<file path="config.mk">
export PLATFORM = sky130hd
export DESIGN_NAME = vga_timing_gen
export DESIGN_NICKNAME = d
export VERILOG_FILES = /design/src/rtl/vga_timing_gen.sv
export SDC_FILE = /design/constraint.sdc
export NUM_CORES = 1
export LEC_CHECK = 0
export ABC_AREA = 0
export ABC_CLOCK_PERIOD_IN_PS = 4500
export BUFFER_PORTS_ARGS = -buffer_cell sky130_fd_sc_hd__buf_2
export CAP_MARGIN = 20
export CORE_MARGIN = 5
export CORE_UTILIZATION = 50
export CTS_BUF_LIST = sky130_fd_sc_hd__clkbuf_16
export DETAILED_ROUTE_END_ITERATION = 12
export PLACE_DENSITY_LB_ADDON = 0.3
export SLEW_MARGIN = 20
export SYNTH_ARGS = -nofsm -noshare
export SYNTH_HDL_FRONTEND = slang
export SYNTH_SLANG_ARGS = --single-unit
</file>
<file path="constraint.sdc">
create_clock -name Clk -period 4.5 [get_ports Clk]
set_clock_uncertainty 0.15 [all_clocks]
set_input_delay 0.675 -clock Clk [delete_from_list [all_inputs] [get_ports Clk]]
set_output_delay 0.675 -clock Clk [all_outputs]
set_load 0.01 [all_outputs]
</file>
<file path="src/rtl/vga_timing_gen.sv">
// VGA raster timing generator: divides Clk down to the pixel rate and produces
// coordinates, syncs, blank, line/frame strobes and a frame counter.
module vga_timing_gen #(
    parameter int unsigned CLK_DIV   = 2,
    parameter int unsigned H_VISIBLE = 640,
    parameter int unsigned H_FP      = 16,
    parameter int unsigned H_SYNC    = 96,
    parameter int unsigned H_BP      = 48,
    parameter int unsigned V_VISIBLE = 480,
    parameter int unsigned V_FP      = 10,
    parameter int unsigned V_SYNC    = 2,
    parameter int unsigned V_BP      = 33
) (
    input  logic       Clk,
    input  logic       Reset,
    output logic       pixel_clk,
    output logic       pix_en,
    output logic [9:0] DrawX,
    output logic [9:0] DrawY,
    output logic       hs,
    output logic       vs,
    output logic       blank,
    output logic       sync,
    output logic       line_start,
    output logic       frame_start,
    output logic [7:0] frame_count
);

    localparam int unsigned H_TOTAL = H_VISIBLE + H_FP + H_SYNC + H_BP;
    localparam int unsigned V_TOTAL = V_VISIBLE + V_FP + V_SYNC + V_BP;
    localparam int unsigned DIV_W   = (CLK_DIV > 2) ? $clog2(CLK_DIV) : 1;

    localparam logic [DIV_W-1:0] DIV_LAST = DIV_W'(CLK_DIV - 1);
    localparam logic [DIV_W-1:0] DIV_HALF = DIV_W'(CLK_DIV / 2);

    // 11-bit bounds so a 1024-wide total still compares correctly
    localparam logic [10:0] H_LAST   = 11'(H_TOTAL - 1);
    localparam logic [10:0] H_VIS    = 11'(H_VISIBLE);
    localparam logic [10:0] HS_START = 11'(H_VISIBLE + H_FP);
    localparam logic [10:0] HS_END   = 11'(H_VISIBLE + H_FP + H_SYNC);
    localparam logic [10:0] V_LAST   = 11'(V_TOTAL - 1);
    localparam logic [10:0] V_VIS    = 11'(V_VISIBLE);
    localparam logic [10:0] VS_START = 11'(V_VISIBLE + V_FP);
    localparam logic [10:0] VS_END   = 11'(V_VISIBLE + V_FP + V_SYNC);

    logic [DIV_W-1:0] r_div_cnt;
    logic             r_pclk;
    logic             r_pix_en;
    logic [9:0]       r_x;
    logic [9:0]       r_y;
    logic             r_hs;
    logic             r_vs;
    logic             r_blank;
    logic             r_line_start;
    logic             r_frame_start;
    logic [7:0]       r_frame_count;

    logic             w_div_last;
    logic [DIV_W-1:0] w_div_nxt;
    logic [9:0]       w_x_nxt;
    logic [9:0]       w_y_nxt;
    logic             w_line_wrap;
    logic             w_frame_wrap;
    logic [10:0]      w_x_ext;
    logic [10:0]      w_y_ext;
    logic             w_hs_nxt;
    logic             w_vs_nxt;
    logic             w_blank_nxt;

    // Next-state of the divider and raster counters
    always_comb begin
        w_div_last   = (r_div_cnt == DIV_LAST);
        w_div_nxt    = w_div_last ? {DIV_W{1'b0}} : (r_div_cnt + DIV_W'(1));
        w_x_nxt      = r_x;
        w_y_nxt      = r_y;
        w_line_wrap  = 1'b0;
        w_frame_wrap = 1'b0;
        if (w_div_last) begin
            if ({1'b0, r_x} == H_LAST) begin
                w_x_nxt     = 10'd0;
                w_line_wrap = 1'b1;
                if ({1'b0, r_y} == V_LAST) begin
                    w_y_nxt      = 10'd0;
                    w_frame_wrap = 1'b1;
                end else begin
                    w_y_nxt = r_y + 10'd1;
                end
            end else begin
                w_x_nxt = r_x + 10'd1;
            end
        end else begin
            w_x_nxt = r_x;
        end
    end

    // Sync/blank decoded from the next coordinates so they land with them
    always_comb begin
        w_x_ext     = {1'b0, w_x_nxt};
        w_y_ext     = {1'b0, w_y_nxt};
        w_hs_nxt    = !((w_x_ext >= HS_START) && (w_x_ext < HS_END));
        w_vs_nxt    = !((w_y_ext >= VS_START) && (w_y_ext < VS_END));
        w_blank_nxt = (w_x_ext < H_VIS) && (w_y_ext < V_VIS);
    end

    // All timing state; outputs only move on a pixel advance except strobes
    always_ff @(posedge Clk) begin
        if (Reset) begin
            r_div_cnt     <= {DIV_W{1'b0}};
            r_pclk        <= 1'b0;
            r_pix_en      <= 1'b0;
            r_x           <= 10'd0;
            r_y           <= 10'd0;
            r_hs          <= 1'b1;
            r_vs          <= 1'b1;
            r_blank       <= 1'b0;
            r_line_start  <= 1'b0;
            r_frame_start <= 1'b0;
            r_frame_count <= 8'd0;
        end else begin
            r_div_cnt     <= w_div_nxt;
            r_pclk        <= (w_div_nxt >= DIV_HALF);
            r_pix_en      <= w_div_last;
            r_line_start  <= w_line_wrap;
            r_frame_start <= w_frame_wrap;
            if (w_div_last) begin
                r_x     <= w_x_nxt;
                r_y     <= w_y_nxt;
                r_hs    <= w_hs_nxt;
                r_vs    <= w_vs_nxt;
                r_blank <= w_blank_nxt;
            end
            if (w_frame_wrap) begin
                r_frame_count <= r_frame_count + 8'd1;
            end
        end
    end

    assign pixel_clk   = r_pclk;
    assign pix_en      = r_pix_en;
    assign DrawX       = r_x;
    assign DrawY       = r_y;
    assign hs          = r_hs;
    assign vs          = r_vs;
    assign blank       = r_blank;
    assign sync        = 1'b0;
    assign line_start  = r_line_start;
    assign frame_start = r_frame_start;
    assign frame_count = r_frame_count;

endmodule

</file>
==> flow_summary.rst, run 1 <==
.. list-table::
   :header-rows: 1

   * - Metric
     - Value
   * - Flip-flop cell with the highest count after synthesis
     - dfxtp_1
   * - Root buffer cell
     - clkbuf_16
   * - Top cells by instance count after synthesis
     - 35 x dfxtp_1, 29 x nor2_1, 22 x nand2_1
   * - Share of the synthesized netlist area taken by xor and xnor gates
     - 0.0789
   * - H-Tree Level Count
     - 2
   * - Top cells by area in the synthesized netlist
     - dfxtp_1 39%, nor2_1 6.1%, nand2_1 4.7%
   * - X dimension of the die
     - 69.6 um
   * - Wire length of the first global-routing pass
     - 7230 um
   * - Total global routing overflow
     - 0
   * - Nets@finish
     - 250
   * - Initial Utilization
     - 0.524
   * - Setup Buffers After CTS
     - 0
   * - Final setup viols
     - 0
   * - Clock Sink Count
     - 35
   * - Fin crit share
     - 0.591
   * - Finished Core Util
     - 0.620
   * - Status
     - completed
   * - Maximum Capacitance Violations
     - 0
   * - Post_cts resized
     - 0
   * - Worst Hold Margin
     - 0.343 ns
   * - Sequential share of the synthesized area
     - 0.395
   * - Signed area change from the synthesized netlist to the final layout
     - 18.4%
   * - Fraction of the mapped netlist area in compound gates
     - 0.132
   * - Chain of cells forming the critical path
     - ha_1 -> and2_1 -> nor3b_2 -> o21ai_1 -> a211oi_1 -> o21ai_1 -> o31a_1
   * - Routed vias/inst
     - 5.59
   * - Library cell appearing most often on the critical path
     - o21ai_1
   * - Synthesized area divided by synthesized cell count
     - 8.41 um^2
   * - Max Transition Viols Final
     - 0
   * - Number of register bits inferred by synthesis
     - 35
   * - Tightest slew margin relative to the limit
     - 0.537
   * - Peak per-stage delay on the critical path
     - 0.58 ns
   * - Least-Margin Pin Slew
     - 0.692 ns
   * - Area share of fa/ha/maj cells after synthesis
     - 0.0282
   * - Number of antenna violations at the first check in global routing
     - 0
   * - Number of different library cells in the post-synthesis netlist
     - 49
   * - Instance area after placement
     - 1960 um^2
   * - Simple logic cell fraction of the synthesized area
     - 0.322
   * - Layout cell share with drive strength beyond 1
     - 0.220
   * - Post-layout min period
     - 2.66 ns
   * - HPWL Detailed
     - 2900 um
   * - Core area
     - 3390 um^2
   * - Cell Count, Final, Fillers Out
     - 291
   * - Met3 layer usage reported by global route
     - 0.0652
   * - Async SR Flop Fraction
     - 0
   * - Area share of the largest cell type after synthesis
     - 0.395
   * - Setup TNS after final layout
     - 0 ns
   * - Number of cell rows
     - 21
   * - Largest family of logic cells by synthesized area
     - simple AND/OR/NAND/NOR gates
   * - Clock transition at the registers of the reported paths
     - 0.05 ns
   * - Proportion of synthesized area in mux cells
     - 0
   * - Crit-path slowest cell
     - nor3b_2
   * - Peak supply drop
     - 0.218 mV
   * - Hold Buf Count CTS
     - 0
   * - Summed instance area of the synthesized netlist
     - 1780 um^2
   * - Most congested layer reported by global routing
     - met2
   * - Required arrival time at the worst endpoint
     - 4.52 ns
   * - Synth Warn #
     - 0
   * - Final design area excluding fillers
     - 2100 um^2
   * - Wire per inst
     - 14.1 um
   * - Overall routing resource usage
     - 0.185
   * - Number of clock buffers inserted by TritonCTS
     - 5
   * - Number of synthesized flops with an enable pin
     - 0
   * - Maximum number of buffers from clock root to sink
     - 2
   * - Vias
     - 1628
   * - Final wirelength
     - 4090 um
   * - Setup repair after global routing missed its margin
     - no
   * - Total power density per cell area
     - 313 nW/um^2
   * - DRC violations left
     - 0
   * - Cell taking the most area after synthesis
     - dfxtp_1
   * - Detail Route Antenna Nets
     - 0
   * - Tightest Hold Check Type
     - flip-flop to flip-flop
   * - GRT met2 Usage
     - 0.278
   * - Final GP Congestion
     - 0.874
   * - Maximum clock frequency
     - 376 MHz
   * - Port-buffer cells
     - 36
   * - Number of placed instances, taps included
     - 283
   * - Synthesized net count
     - 217
   * - Leak
     - 0.837 nW
   * - Highest fanout seen on the critical path
     - 11
   * - Number of iterations in the first detailed-routing pass
     - 4
   * - Most repeated cell in the gate-level netlist after synthesis
     - dfxtp_1
   * - Drt initial violations
     - 103
   * - Sort of element at the start of the critical path
     - flip-flop
   * - Later-pin clock latency in the skew report
     - 0.28 ns
   * - Maximum number of pins on one net before global-route repair
     - 32
   * - Syn Inst Count
     - 211
   * - Type of the worst setup path
     - flip-flop to flip-flop
   * - TritonCTS clock tree
     - done
   * - Ant diodes
     - 0
   * - Critical path capture point type
     - flip-flop
   * - Chip Height
     - 69.6 um
   * - Via count of the first global-routing pass
     - 1547
   * - Filler instances
     - 309
   * - Final hold violation count
     - 0
   * - Critical path arrival
     - 2.68 ns
   * - Total I/O pin count
     - 38
   * - M1 GR Usage
     - 0.237
   * - Area enclosed by the die boundary
     - 4840 um^2
## state kept, by name, indices dropped and copies added, names as in the netlist
register	cells
DrawX	10
DrawY	10
blank	1
frame_count	8
frame_start	1
hs	1
line_start	1
pix_en	1
r_div_cnt	1
vs	1
## stage by stage
stage	setup WS, ns	power [mW]
after floorplan	2.32	0.335
final	1.84	0.658
after global placement	1.94	0.341
after CTS	1.85	0.666
after global routing	1.58	0.684
after detailed placement	1.87	0.341
## where the power goes
group | internal (mW) | switching (mW) | total, mW | leakage [nW]
Combinational | 0.00556 | 0.0108 | 0.0164 | 0.478
Clock | 0.200 | 0.124 | 0.323 | 0.0762
Sequential | 0.313 | 0.00447 | 0.318 | 0.283
## metal layers
| metal | vias up | part of all wire |
|---|---|---|
| li1 | 811 | - |
| met1 | 762 | 0.47 |
| met2 | 50 | 0.45 |
| met3 | 5 | 0.067 |
| met4 | 0 | 0.017 |
| met5 | - | 0 |
## cells by family after synthesis
family | count (synthesis)
buffers and inverters | 17
DFF | 35
and+or+nand+nor | 104
AOI/OAI and AO/OA | 34
adders and majority gates | 4
other | 1
xor gates and xnor gates | 16
## cells in the final DEF, fill, tap and decap left out, drive strengths merged, types with 4 or more instances in the layout
master,synthesis,layout
dfxtp,35,35
inv,7,9
nor3,7,7
ha,4,4
o21ai,8,8
xor2,7,7
nand4,7,7
buf,4,36
nand3,9,9
nand2,22,22
nor2,29,29
a21oi,10,10
clkbuf,6,5
xnor2,9,9
nor4,5,5
## critical path, delay by kind of cell, from the launching register on
kind | cells | cell delay, ns
flip-flops | 1 | 0.40
AND/OR/NAND/NOR | 2 | 0.83
adder cells (fa/ha/maj) | 1 | 0.27
AO/OA/AOI/OAI | 4 | 0.90
## layout make-up
class	count	area [um^2]	share of cell area
Tap cell	46	57.6	0.0274
Clock inverter	3	12.5	0.00595
Timing Repair Buffer	36	180	0.0857
Inverter	7	26.3	0.0125
Clock buffer	5	125	0.0595
Sequential cell	35	701	0.333
Multi-Input combinational cell	159	1000	0.476
## worst paths after layout
| path | start | slack [ns] | cells past startpoint | endpoint |
|---|---|---|---|---|
| max | DrawX[0] | 1.84 | 7 | vs |
| min | blank | 0.34 | 1 | blank |
| max reg2reg | DrawX[0] | 1.84 | 7 | vs |
| min reg2reg | blank | 0.34 | 1 | blank |
(Power assumes the default switching activity.)
==> run 2, diff against run 1 <==
Settings changed: ABC_AREA 0 to 1, ABC_CLOCK_PERIOD_IN_PS 4500 to 2200, CORE_UTILIZATION 50 to 49.
Clock period 4.5 ns to 2.2 ns, I/O delays scaled along.
==> flow_summary.rst, run 2 <==
.. list-table::
   :header-rows: 1

   * - Metric
     - Value
   * - Proportion of synthesized area in mux cells
     - 0 (unchanged)
   * - Critical path arrival
     - 2.05 ns (was 2.68 ns)
   * - Port-buffer cells
     - 36 (unchanged)
   * - Nets@finish
     - 303 (was 250)
   * - Syn Inst Count
     - 256 (was 211)
   * - X dimension of the die
     - 70.9 um (was 69.6 um)
   * - Sequential share of the synthesized area
     - 0.386 (was 0.395)
   * - DRC violations left
     - 0 (unchanged)
   * - Area share of fa/ha/maj cells after synthesis
     - 0.0276 (was 0.0282)
   * - Summed instance area of the synthesized netlist
     - 1820 um^2 (was 1780 um^2)
   * - Peak supply drop
     - 0.527 mV (was 0.218 mV)
   * - Detail Route Antenna Nets
     - 0 (unchanged)
   * - Critical path capture point type
     - flip-flop (unchanged)
   * - Ant diodes
     - 0 (unchanged)
   * - Fin crit share
     - 0.922 (was 0.591)
   * - Number of synthesized flops with an enable pin
     - 0 (unchanged)
   * - Total global routing overflow
     - 0 (unchanged)
   * - Type of the worst setup path
     - flip-flop to flip-flop (unchanged)
   * - Instance area after placement
     - 2040 um^2 (was 1960 um^2)
   * - Max Transition Viols Final
     - 0 (unchanged)
   * - Number of placed instances, taps included
     - 337 (was 283)
   * - Fraction of the mapped netlist area in compound gates
     - 0.0889 (was 0.132)
   * - Initial Utilization
     - 0.500 (was 0.524)
   * - Layout cell share with drive strength beyond 1
     - 0.235 (was 0.220)
   * - Cell taking the most area after synthesis
     - dfxtp_1 (unchanged)
   * - Largest family of logic cells by synthesized area
     - simple AND/OR/NAND/NOR gates (unchanged)
   * - HPWL Detailed
     - 3200 um (was 2900 um)
   * - Synth Warn #
     - 0 (unchanged)
   * - Final design area excluding fillers
     - 2200 um^2 (was 2100 um^2)
   * - Filler instances
     - 347 (was 309)
   * - Crit path setup slack, layout
     - 0.173 ns (was 1.84 ns)
   * - Required arrival time at the worst endpoint
     - 2.22 ns (was 4.52 ns)
   * - Core area
     - 3630 um^2 (was 3390 um^2)
   * - Worst Hold Margin
     - 0.312 ns (was 0.343 ns)
   * - Flip-flop cell with the highest count after synthesis
     - dfxtp_1 (unchanged)
   * - Vias
     - 1709 (was 1628)
   * - Number of cell rows
     - 22 (was 21)
   * - Sort of element at the start of the critical path
     - flip-flop (unchanged)
   * - Number of cells on the worst reg-to-reg path
     - 11 (was 7)
   * - Later-pin clock latency in the skew report
     - 0.28 ns (about the same)
   * - Final hold violation count
     - 0 (unchanged)
   * - Area enclosed by the die boundary
     - 5020 um^2 (was 4840 um^2)
   * - Number of register bits inferred by synthesis
     - 35 (unchanged)
   * - Number of clock buffers inserted by TritonCTS
     - 5 (unchanged)
   * - Final wirelength
     - 4240 um (was 4090 um)
   * - Final setup viols
     - 0 (unchanged)
   * - Total I/O pin count
     - 38 (unchanged)
   * - Drt initial violations
     - 100 (was 103)
   * - Worst setup path endpoint
     - frame_count[7] (was vs)
   * - Worst setup path startpoint
     - DrawX[0] (unchanged)
   * - Capturing point of the worst reg2reg path
     - frame_count[7] (was vs)
   * - Post-placement worst setup slack
     - 0.159 ns (was 1.87 ns)
   * - Clock Sink Count
     - 35 (unchanged)
   * - Routed vias/inst
     - 4.94 (was 5.59)
   * - Setup repair after global routing missed its margin
     - no (unchanged)
   * - Overall routing resource usage
     - 0.180 (was 0.185)
   * - Register-to-register setup slack
     - 0.17 ns (was 1.84 ns)
   * - Root buffer cell
     - clkbuf_16 (unchanged)
   * - Maximum number of buffers from clock root to sink
     - 2 (unchanged)
   * - Async SR Flop Fraction
     - 0 (unchanged)
   * - Area share of the largest cell type after synthesis
     - 0.386 (was 0.395)
   * - Leading cell type in the layout, fill and taps excluded
     - nand2_1 (was buf_2)
   * - Share of the synthesized netlist area taken by xor and xnor gates
     - 0.0145 (was 0.0789)
   * - Highest fanout seen on the critical path
     - 6 (was 11)
   * - Leak
     - 1.07 nW (was 0.837 nW)
   * - Clock transition at the registers of the reported paths
     - 0.06 ns (was 0.05 ns)
   * - Number of different library cells in the post-synthesis netlist
     - 38 (was 49)
   * - Via count of the first global-routing pass
     - 1630 (was 1547)
   * - Top cells by area in the synthesized netlist
     - dfxtp_1 39%, nand2_1 12%, nor2_1 8.5% (was dfxtp_1 39%, nor2_1 6.1%, nand2_1 4.7%)
   * - Top cells by instance count after synthesis
     - 59 x nand2_1, 41 x nor2_1, 35 x dfxtp_1 (was 35 x dfxtp_1, 29 x nor2_1, 22 x nand2_1)
   * - Status
     - completed (unchanged)
   * - Number of antenna violations at the first check in global routing
     - 0 (unchanged)
   * - TritonCTS clock tree
     - done (unchanged)
   * - Maximum number of pins on one net before global-route repair
     - 21 (was 32)
   * - Setup TNS after final layout
     - 0 ns (unchanged)
   * - Maximum clock frequency
     - 493 MHz (was 376 MHz)
   * - Overall Power
     - 1.38 mW (was 658 uW)
   * - Final GP Congestion
     - 0.856 (was 0.874)
   * - H-Tree Level Count
     - 2 (unchanged)
   * - Synthesized area divided by synthesized cell count
     - 7.09 um^2 (was 8.41 um^2)
   * - Commonest cells after routing, fill and taps aside
     - 59 x nand2_1, 41 x nor2_1, 36 x buf_2 (was 36 x buf_2, 35 x dfxtp_1, 29 x nor2_1)
   * - Number of iterations in the first detailed-routing pass
     - 4 (unchanged)
   * - Tightest Hold Check Type
     - input pin to flip-flop (was flip-flop to flip-flop)
   * - Hold Path Stages
     - 2 (was 1)
   * - Post-layout min period
     - 2.03 ns (was 2.66 ns)
   * - Wire per inst
     - 12.2 um (was 14.1 um)
   * - Synthesized net count
     - 262 (was 217)
   * - Total power density per cell area
     - 626 nW/um^2 (was 313 nW/um^2)
   * - Maximum Capacitance Violations
     - 0 (unchanged)
   * - Finished Core Util
     - 0.605 (was 0.620)
   * - Simple logic cell fraction of the synthesized area
     - 0.398 (was 0.322)
   * - Cell Count, Final, Fillers Out
     - 346 (was 291)
   * - Signed area change from the synthesized netlist to the final layout
     - 21.1% (was 18.4%)
   * - Critical register-to-register path startpoint
     - DrawX[0] (unchanged)
   * - Most repeated cell in the gate-level netlist after synthesis
     - nand2_1 (was dfxtp_1)
   * - Chip Height
     - 70.9 um (was 69.6 um)
   * - Wire length of the first global-routing pass
     - 7220 um (was 7230 um)
## run 2: changes by cell type after synthesis, moves of 4 or more
| cell | previous run | this run |
|---|---|---|
| clkbuf_1 | 6 | 1 |
| inv_1 | 7 | 30 |
| nand2_1 | 22 | 59 |
| nand2_2 | 0 | 4 |
| nand3_1 | 9 | 18 |
| nor2_1 | 29 | 41 |
| xnor2_1 | 9 | 0 |
| xor2_1 | 7 | 3 |
## run 2: worst max-delay path: stages, from the launching register on
cell and delay, ns:
dfxtp_2 0.36, ha_1 0.17, nand2_1 0.10, nor2_4 0.16, nand2_2 0.11, nor2_4 0.20, buf_4 0.15, nand2_2 0.10
nor2_4 0.13, nand4_1 0.11, o21ai_1 0.14, a21oi_1 0.04
## run 2: worst min path at each step
stage	slack (ns)	from	endpoint
after floorplan	0.28	Reset	pix_en
after global routing	0.32	Reset	DrawX[7]
final	0.31	Reset	DrawY[6]
after CTS	0.31	Reset	DrawX[7]
after detailed placement	0.31	frame_count[7]	frame_count[7]
after global placement	0.31	frame_count[7]	frame_count[7]
## run 2: what timing repair did
item,in CTS,in global routing
resized for setup,0,2
setup endpoints to repair,0,2
hold buffers,0,0
buffers inserted,0,1
## run 2: final cells by class
cell class,instances,area (um^2),area share
clock inverter,3,20.0,0.00911
multi-input combinational,183,965,0.439
timing repair buffer,38,195,0.0888
clock buffer,5,125,0.0569
tap,48,60.1,0.0273
sequential,35,703,0.320
inverter,34,130,0.0592
## run 2: kinds of logic after synthesis
kind of cell,Yosys count
xor gates and xnor gates,3
AOI/OAI and AO/OA,27
adders and majority gates,4
other,1
DFF,35
buffers and inverters,38
and+or+nand+nor,148
## run 2: power breakdown
group / switching, mW / total (mW) / internal (mW)
Clock: 0.268 / 0.684 / 0.416
Sequential: 0.00772 / 0.649 / 0.642
Combinational: 0.0299 / 0.0426 / 0.0127
Total: 0.306 / 1.38 / 1.07
## run 2: layer usage
metal / share of wire / track usage / routed length, um / vias up
met2: 0.46 / 0.289 / 1960 / 41
met1: 0.47 / 0.226 / 2010 / 764
met5: 0 / 0 / 0 / -
met3: 0.050 / 0.0369 / 210 / 8
li1: - / - / - / 896
met4: 0.014 / 0.0919 / 59 / 0
==> run 3, diff against run 2 <==
Settings changed: CORE_ASPECT_RATIO set to 1.25.
==> flow_summary.rst, run 3 (synthesis results as in run 2) <==
.. list-table::
   :header-rows: 1

   * - Metric
     - Value
   * - Nets@finish
     - 304 (was 303)
   * - Cell Count, Final, Fillers Out
     - 338 (was 346)
   * - H-Tree Level Count
     - 2 (unchanged)
   * - Tightest Hold Check Type
     - input pin to flip-flop (unchanged)
   * - Leading cell type in the layout, fill and taps excluded
     - nand2_1 (unchanged)
   * - Initial Utilization
     - 0.512 (was 0.500)
   * - Number of antenna violations at the first check in global routing
     - 0 (unchanged)
   * - Total global routing overflow
     - 0 (unchanged)
   * - Number of iterations in the first detailed-routing pass
     - 5 (was 4)
   * - Type of the worst setup path
     - flip-flop to flip-flop (unchanged)
   * - Critical path arrival
     - 2.02 ns (was 2.05 ns)
   * - Total power density per cell area
     - 622 nW/um^2 (was 626 nW/um^2)
   * - Final setup viols
     - 0 (unchanged)
   * - Root buffer cell
     - clkbuf_16 (unchanged)
   * - Final hold violation count
     - 0 (unchanged)
   * - Required arrival time at the worst endpoint
     - 2.21 ns (was 2.22 ns)
   * - Detail Route Antenna Nets
     - 0 (unchanged)
   * - HPWL Detailed
     - 3440 um (was 3200 um)
   * - Sort of element at the start of the critical path
     - flip-flop (unchanged)
   * - Total I/O pin count
     - 38 (unchanged)
   * - Maximum Capacitance Violations
     - 0 (unchanged)
   * - Port-buffer cells
     - 36 (unchanged)
   * - Layout cell share with drive strength beyond 1
     - 0.231 (was 0.235)
   * - Worst Hold Margin
     - 0.311 ns (was 0.312 ns)
   * - Area enclosed by the die boundary
     - 5030 um^2 (was 5020 um^2)
   * - Number of clock buffers inserted by TritonCTS
     - 5 (unchanged)
   * - Clock Sink Count
     - 35 (unchanged)
   * - Highest fanout seen on the critical path
     - 6 (unchanged)
   * - Signed area change from the synthesized netlist to the final layout
     - 20.6% (was 21.1%)
   * - Setup repair after global routing missed its margin
     - no (unchanged)
   * - Max Transition Viols Final
     - 0 (unchanged)
   * - Core area
     - 3540 um^2 (was 3630 um^2)
   * - X dimension of the die
     - 64.4 um (was 70.9 um)
   * - Final wirelength
     - 4460 um (was 4240 um)
   * - Routed vias/inst
     - 5.20 (was 4.94)
   * - Overall routing resource usage
     - 0.185 (was 0.180)
   * - Peak supply drop
     - 0.470 mV (was 0.527 mV)
   * - Number of placed instances, taps included
     - 329 (was 337)
   * - Wire length of the first global-routing pass
     - 7360 um (was 7220 um)
   * - Vias
     - 1757 (was 1709)
   * - Number of cell rows
     - 24 (was 22)
   * - Chip Height
     - 78.1 um (was 70.9 um)
   * - Final GP Congestion
     - 0.895 (was 0.856)
   * - Setup TNS after final layout
     - 0 ns (unchanged)
   * - Commonest cells after routing, fill and taps aside
     - 59 x nand2_1, 41 x nor2_1, 36 x buf_2 (unchanged)
   * - Leak
     - 1.07 nW (about the same)
   * - Maximum clock frequency
     - 499 MHz (was 493 MHz)
   * - Later-pin clock latency in the skew report
     - 0.28 ns (about the same)
   * - Drt initial violations
     - 110 (was 100)
   * - Ant diodes
     - 0 (unchanged)
   * - Crit path setup slack, layout
     - 0.195 ns (was 0.173 ns)
   * - TritonCTS clock tree
     - done (unchanged)
   * - Overall Power
     - 1.36 mW (was 1.38 mW)
   * - Maximum number of pins on one net before global-route repair
     - 21 (unchanged)
   * - Status
     - completed (unchanged)
   * - Clock transition at the registers of the reported paths
     - 0.05 ns (was 0.06 ns)
   * - Wire per inst
     - 13.2 um (was 12.2 um)
   * - Post-layout min period
     - 2.01 ns (was 2.03 ns)
   * - DRC violations left
     - 0 (unchanged)
   * - Via count of the first global-routing pass
     - 1709 (was 1630)
   * - Maximum number of buffers from clock root to sink
     - 2 (unchanged)
   * - Instance area after placement
     - 2040 um^2 (about the same)
   * - Final design area excluding fillers
     - 2190 um^2 (was 2200 um^2)
   * - Fin crit share
     - 0.912 (was 0.922)
   * - Critical path capture point type
     - flip-flop (unchanged)
   * - Post-placement worst setup slack
     - 0.151 ns (was 0.159 ns)
   * - Finished Core Util
     - 0.618 (was 0.605)
run 3: timing repair:
action	4_1_cts	5_1_grt
gates resized for setup	0	2
hold buffers	0	0
buffers inserted	0	1
setup endpoints to repair	0	4
run 3: routing by layer:
layer | global-route usage | vias up | part of all wire
met3 | 0.0343 | 11 | 0.035
met2 | 0.329 | 44 | 0.52
met4 | 0.0930 | 0 | 0.020
met1 | 0.211 | 800 | 0.42
li1 | - | 902 | -
met5 | 0 | - | 0
run 3: worst paths after layout:
check	slack (ns)	cells past startpoint	to	start
min	0.31	2	DrawY[7]	Reset
max reg2reg	0.19	12	vs	DrawX[0]
min reg2reg	0.32	2	blank	blank
max	0.19	12	vs	DrawX[0]
run 3: area by class of cell:
cell class              instances  area, um^2
multi-input cells             183         965
clock buffers                   5         125
clock inverters                 3        15.0
well taps                      39        48.8
repair buffers                 39         203
inverters                      34         130
flip-flops and latches         35         703
fillers                       328        1350
run 3: worst max-delay path, stage by stage, from the launching register on:
cell and delay (ns):
dfxtp_2 0.37, ha_1 0.17, nand2_1 0.10, nor2_4 0.14, nand2_2 0.11, nor2_4 0.24
nand3_1 0.10, nand2_1 0.07, nand2_1 0.06, nor2_1 0.12, nand3_1 0.10, nor2_1 0.10
a21oi_1 0.06
run 3: power breakdown:
part           total, mW  internal [mW]  switching (mW)
clock              0.669          0.411           0.258
sequential         0.650          0.642         0.00846
combinational     0.0423         0.0128          0.0295
